## src/rtl/mem_arbiter.sv

```systemverilog
// Arbitrates I-cache fills and D-cache fills/write-throughs onto one fixed-latency main memory.
// Round-robin between the two requesters. Each grant is serviced to completion before IDLE re-arbitrates.
module mem_arbiter #(
  parameter int unsigned LAT   = 4,
  parameter int unsigned WORDS = 8
) (
  input  logic        clk,
  input  logic        rst,
  input  logic        i_req,
  input  logic [15:0] i_addr,
  input  logic        d_req,
  input  logic        d_wr,
  input  logic [15:0] d_addr,
  input  logic [15:0] d_wdata,
  output logic        mem_en,
  output logic        mem_wr,
  output logic [15:0] mem_addr,
  output logic [15:0] mem_wdata,
  input  logic [15:0] mem_rdata,
  output logic        i_fill_we,
  output logic        d_fill_we,
  output logic [2:0]  fill_idx,
  output logic [15:0] fill_data,
  output logic        i_done,
  output logic        d_done,
  output logic        i_fsm_busy,
  output logic        d_fsm_busy
);

  localparam int unsigned CntW = $clog2(WORDS + LAT);
  localparam logic [CntW-1:0] LatC   = CntW'(LAT);
  localparam logic [CntW-1:0] WordsC = CntW'(WORDS);
  localparam logic [CntW-1:0] LastC  = CntW'(WORDS + LAT - 1);

  typedef enum logic [1:0] {StIdle, StIFill, StDFill, StDWrite} state_e;

  state_e          state_q, state_d;
  logic [CntW-1:0] cnt_q, cnt_d;
  logic [15:0]     addr_q, addr_d;
  logic [15:0]     wdata_q, wdata_d;
  logic            last_gnt_q, last_gnt_d;  // 1: D was granted last
  logic            grant_d;
  logic            fill_we;
  logic            fill_done;
  logic [CntW-1:0] idx_c;

  assign idx_c = cnt_q - LatC;

  always_ff @(posedge clk) begin
    if (rst) begin
      state_q    <= StIdle;
      cnt_q      <= '0;
      addr_q     <= '0;
      wdata_q    <= '0;
      last_gnt_q <= 1'b0;
    end else begin
      state_q    <= state_d;
      cnt_q      <= cnt_d;
      addr_q     <= addr_d;
      wdata_q    <= wdata_d;
      last_gnt_q <= last_gnt_d;
    end
  end

  always_comb begin
    state_d    = state_q;
    cnt_d      = cnt_q;
    addr_d     = addr_q;
    wdata_d    = wdata_q;
    last_gnt_d = last_gnt_q;
    mem_en     = 1'b0;
    mem_wr     = 1'b0;
    mem_addr   = '0;
    mem_wdata  = '0;
    fill_idx   = '0;
    fill_data  = '0;
    fill_we    = 1'b0;
    fill_done  = 1'b0;
    d_done     = 1'b0;
    // On a tie, D wins unless D was the last one served.
    grant_d    = d_req && (!i_req || !last_gnt_q);

    unique case (state_q)
      StIdle: begin
        if (grant_d) begin
          state_d    = d_wr ? StDWrite : StDFill;
          addr_d     = d_addr;
          wdata_d    = d_wdata;
          last_gnt_d = 1'b1;
          cnt_d      = '0;
        end else if (i_req) begin
          state_d    = StIFill;
          addr_d     = i_addr;
          last_gnt_d = 1'b0;
          cnt_d      = '0;
        end
      end
      StIFill, StDFill: begin
        if (cnt_q < WordsC) begin
          mem_en   = 1'b1;
          mem_addr = {addr_q[15:4], 4'b0000} + 16'({cnt_q, 1'b0});
        end
        // Write strobes come from the counter alone, so stale returns never land in a cache.
        if (cnt_q >= LatC) begin
          fill_we   = 1'b1;
          fill_idx  = 3'(idx_c);
          fill_data = mem_rdata;
        end
        if (cnt_q == LastC) begin
          fill_done = 1'b1;
          state_d   = StIdle;
          cnt_d     = '0;
          addr_d    = '0;
        end else begin
          cnt_d = cnt_q + 1'b1;
        end
      end
      StDWrite: begin
        mem_en    = 1'b1;
        mem_wr    = 1'b1;
        mem_addr  = addr_q;
        mem_wdata = wdata_q;
        d_done    = 1'b1;
        state_d   = StIdle;
        addr_d    = '0;
        wdata_d   = '0;
      end
      default: state_d = StIdle;
    endcase

    i_fill_we  = fill_we && (state_q == StIFill);
    d_fill_we  = fill_we && (state_q == StDFill);
    i_done     = fill_done && (state_q == StIFill);
    d_done     = d_done || (fill_done && (state_q == StDFill));
    i_fsm_busy = i_req || (state_q == StIFill);
    d_fsm_busy = d_req || (state_q == StDFill) || (state_q == StDWrite);
  end

endmodule

```

## config.mk

```make
export PLATFORM = sky130hd
export DESIGN_NAME = mem_arbiter
export DESIGN_NICKNAME = d
export VERILOG_FILES = /design/src/rtl/mem_arbiter.sv
export SDC_FILE = /design/constraint.sdc
export NUM_CORES = 1
export LEC_CHECK = 0
export CAP_MARGIN = 20
export CORE_MARGIN = 2
export CORE_UTILIZATION = 35
export DETAILED_ROUTE_END_ITERATION = 6
export HOLD_SLACK_MARGIN = 0.12
export PLACE_DENSITY = 0.74
export SLEW_MARGIN = 0
export SYNTH_ARGS = -nofsm -noshare
export SYNTH_HDL_FRONTEND = slang
export SYNTH_SLANG_ARGS = --single-unit
```

## constraint.sdc

```tcl
create_clock -name clk -period 4.5 [get_ports clk]
set_input_delay 1.125 -clock clk [delete_from_list [all_inputs] [get_ports clk]]
set_output_delay 1.125 -clock clk [all_outputs]
set_load 0.01 [all_outputs]
```

==> results.cfg <==
[run_status]
status = finished clean

[setup_path]
r2r-end = addr_q[13]$_SDFFE_PP0P_
crit_required_ns = 3.38
critPathLaunchType = flip-flop
rrSetupSlack_ns = 2.23
cp_max_fo = 26
critical_path_class = flip-flop to output pin
reg2reg_depth = 4
r2r_start = cnt_q[0]$_SDFFE_PP0P_
cp-end-kind = output pin
worstPathArrival_ns = 2.49

[sta]
tightest_slew_ns = 0.845
rsz0062_at_grt = no
fin_tns_setup_ns = 0
final_hold_viol_count = 0
finalCriticalPeriod_ns = 3.62
maxSlewViolCount = 0
fmax_ghz = 0.276
period_share_pct = 80.4
holdWs_ns = 0.468
setup-violations-final = 0
slew-limit-headroom_pct = 43.5
finClkSkew_ns = 0.00368

[synthesis]
synth_seq_cells = 39
yosysSeqAreaShare_pct = 34.1
synth-async-reset-ratio_pct = 0
synth_edf_count = 0
yosys_warnings = 0
netlist_instances = 264
synth.net_count = 339
ys_types = 40
synthesis.area_sq_mm = 0.00229
synth_top_flop_cell = dfxtp_1
synth_area_per_cell_sq_um = 8.66

[run]
drv_cap = 0

[clocking]
htree_levels = 2
insertion_delay_ns = 0.28
clk_pin_slew_ns = 0.07
cts_buffers = 5
cts_resized = 0
postCtsSetupRepairBufs = 0
clk_path_buf_depth = 2
root_buffer = clkbuf_8
cts_sinks = 39
cts_tree = yes
hold_buffers = 0

[placement]
io_buffers = 127
place_area_sq_mm = 0.00359
place_inst = 452
dp_hpwl_um = 4690
routabilityCongestion = 0.757

[power]
p_total_mw = 1.34
p_per_area_mw_per_mm2 = 363
p_leak_nw = 1.40
irDropWorstVdd_mv = 0.289

[final_layout]
layout-drive-gt1-share_pct = 5.24
antennaDiodeCount = 0
stdcell_count = 459
final_cell_mix = clkdlybuf4s50_1 (127), and2_1 (49), dfxtp_1 (39)
final_common_cell = clkdlybuf4s50_1
postLayoutCellArea_sq_mm = 0.00369
fin_nets = 457
area_growth_pct = 61.4

[route]
wl_per_cell_um = 13.8
avgViaCountPerCell = 5.00
drtPass1Iterations = 4
vias = 2297
drc = 0
dr.first_iter.drc_count = 69
detail-route-antenna-nets = 0
wirelength_um = 6330

[floorplanning]
dieArea_sq_mm = 0.00720
pin_count = 128
core_sq_mm = 0.00635
initial_core_util_pct = 36.0
die_h_um = 84.8
fp.dieW_um = 84.8
rows = 29

[worst_hold_path]
holdPathEnd = wdata_q[8]$_SDFFE_PP0P_
min_path_cells = 1
hold_class = flip-flop to flip-flop
hp-start = wdata_q[8]$_SDFFE_PP0P_

[global_routing]
grt_pass1_vias = 2295
grt_max_degree = 28
grt_pass1_wl_um = 10700
antenna_found_initial = 0
grtUsageTotal_pct = 17.9
grt.overflow.total = 0
==> metal layers <==
layer	share of wire, %	track usage (%)
met5	0	0
met4	0.68	3.03
met2	47	31.1
met1	45	22.0
met3	7.9	5.74
==> cell families after synthesis <==
logic type / synth area share (%)
compound gates: 18.1
flops: 34.1
simple gates: 31.6
fa+ha+maj: 3.28
mux: 7.93
buf+inv: 4.98
==> how the worst max path moves through the flow <==
| stage | endpoint | startpoint | slack (ns) |
|---|---|---|---|
| after global placement | d_fsm_busy | d_req | 0.94 |
| after CTS | mem_addr[6] | state_q[1]$_SDFFE_PP0P_ | 0.85 |
| final | mem_addr[6] | state_q[1]$_SDFFE_PP0P_ | 0.88 |
| after detailed placement | d_fsm_busy | d_req | 0.90 |
| after global routing | mem_addr[5] | state_q[1]$_SDFFE_PP0P_ | 0.63 |
| after floorplan | mem_addr[10] | state_q[1]$_SDFFE_PP0P_ | 1.80 |
==> flip-flops by register name, summed over array words and instances (netlist names) <==
signal      flops
addr_q         16
cnt_q           4
last_gnt_q      1
state_q         2
wdata_q        16
==> worst max-delay path, stage by stage, from the launching register on <==
cell and delay [ns]:
dfxtp_1 0.38, ha_1 0.67, o21ba_2 0.42, and2_1 0.20, clkdlybuf4s50_1 0.54
==> power breakdown <==
part	leakage [nW]	total [mW]	switching [mW]	internal (mW)
Clock	0.0513	0.279	0.116	0.163
Combinational	1.03	0.571	0.293	0.278
Sequential	0.320	0.491	0.0477	0.443
==> per-stage QoR <==
stage | setup slack, ns | utilization, %
after floorplan | 1.80 | -
after global placement | 0.937 | 56.5
after detailed placement | 0.898 | 56.5
after CTS | 0.846 | 58.1
after global routing | 0.631 | 58.1
final | 0.880 | 58.1
==> area by class of cell <==
type | instances | area [sq um]
Sequential cell | 39 | 781
Fill cell | 595 | 2660
Inverter | 3 | 11.3
Timing Repair Buffer | 132 | 1310
Tap cell | 77 | 96.3
Multi-Input combinational cell | 201 | 1390
Clock inverter | 1 | 30.0
Clock buffer | 6 | 72.6
==> cell usage after synthesis (2+ instances only) <==
library cell | count | share of area (%)
nand3b_1 | 2 | 0.66
nand2b_1 | 2 | 0.55
mux2i_1 | 17 | 7.4
ha_1 | 6 | 3.3
buf_4 | 2 | 0.66
a21oi_1 | 5 | 1.1
o21ai_0 | 3 | 0.66
and3_1 | 2 | 0.55
nand2_1 | 16 | 2.6
nor2b_1 | 19 | 5.2
buf_2 | 7 | 1.5
inv_1 | 3 | 0.49
clkbuf_1 | 11 | 1.8
nand3_1 | 18 | 3.9
dfxtp_1 | 39 | 34
nor2_1 | 7 | 1.1
a22oi_1 | 3 | 0.98
nand4_1 | 2 | 0.55
and2_1 | 49 | 13
o211ai_1 | 16 | 5.3
a22o_1 | 16 | 6.1
Power figures use the tool's default switching activity.
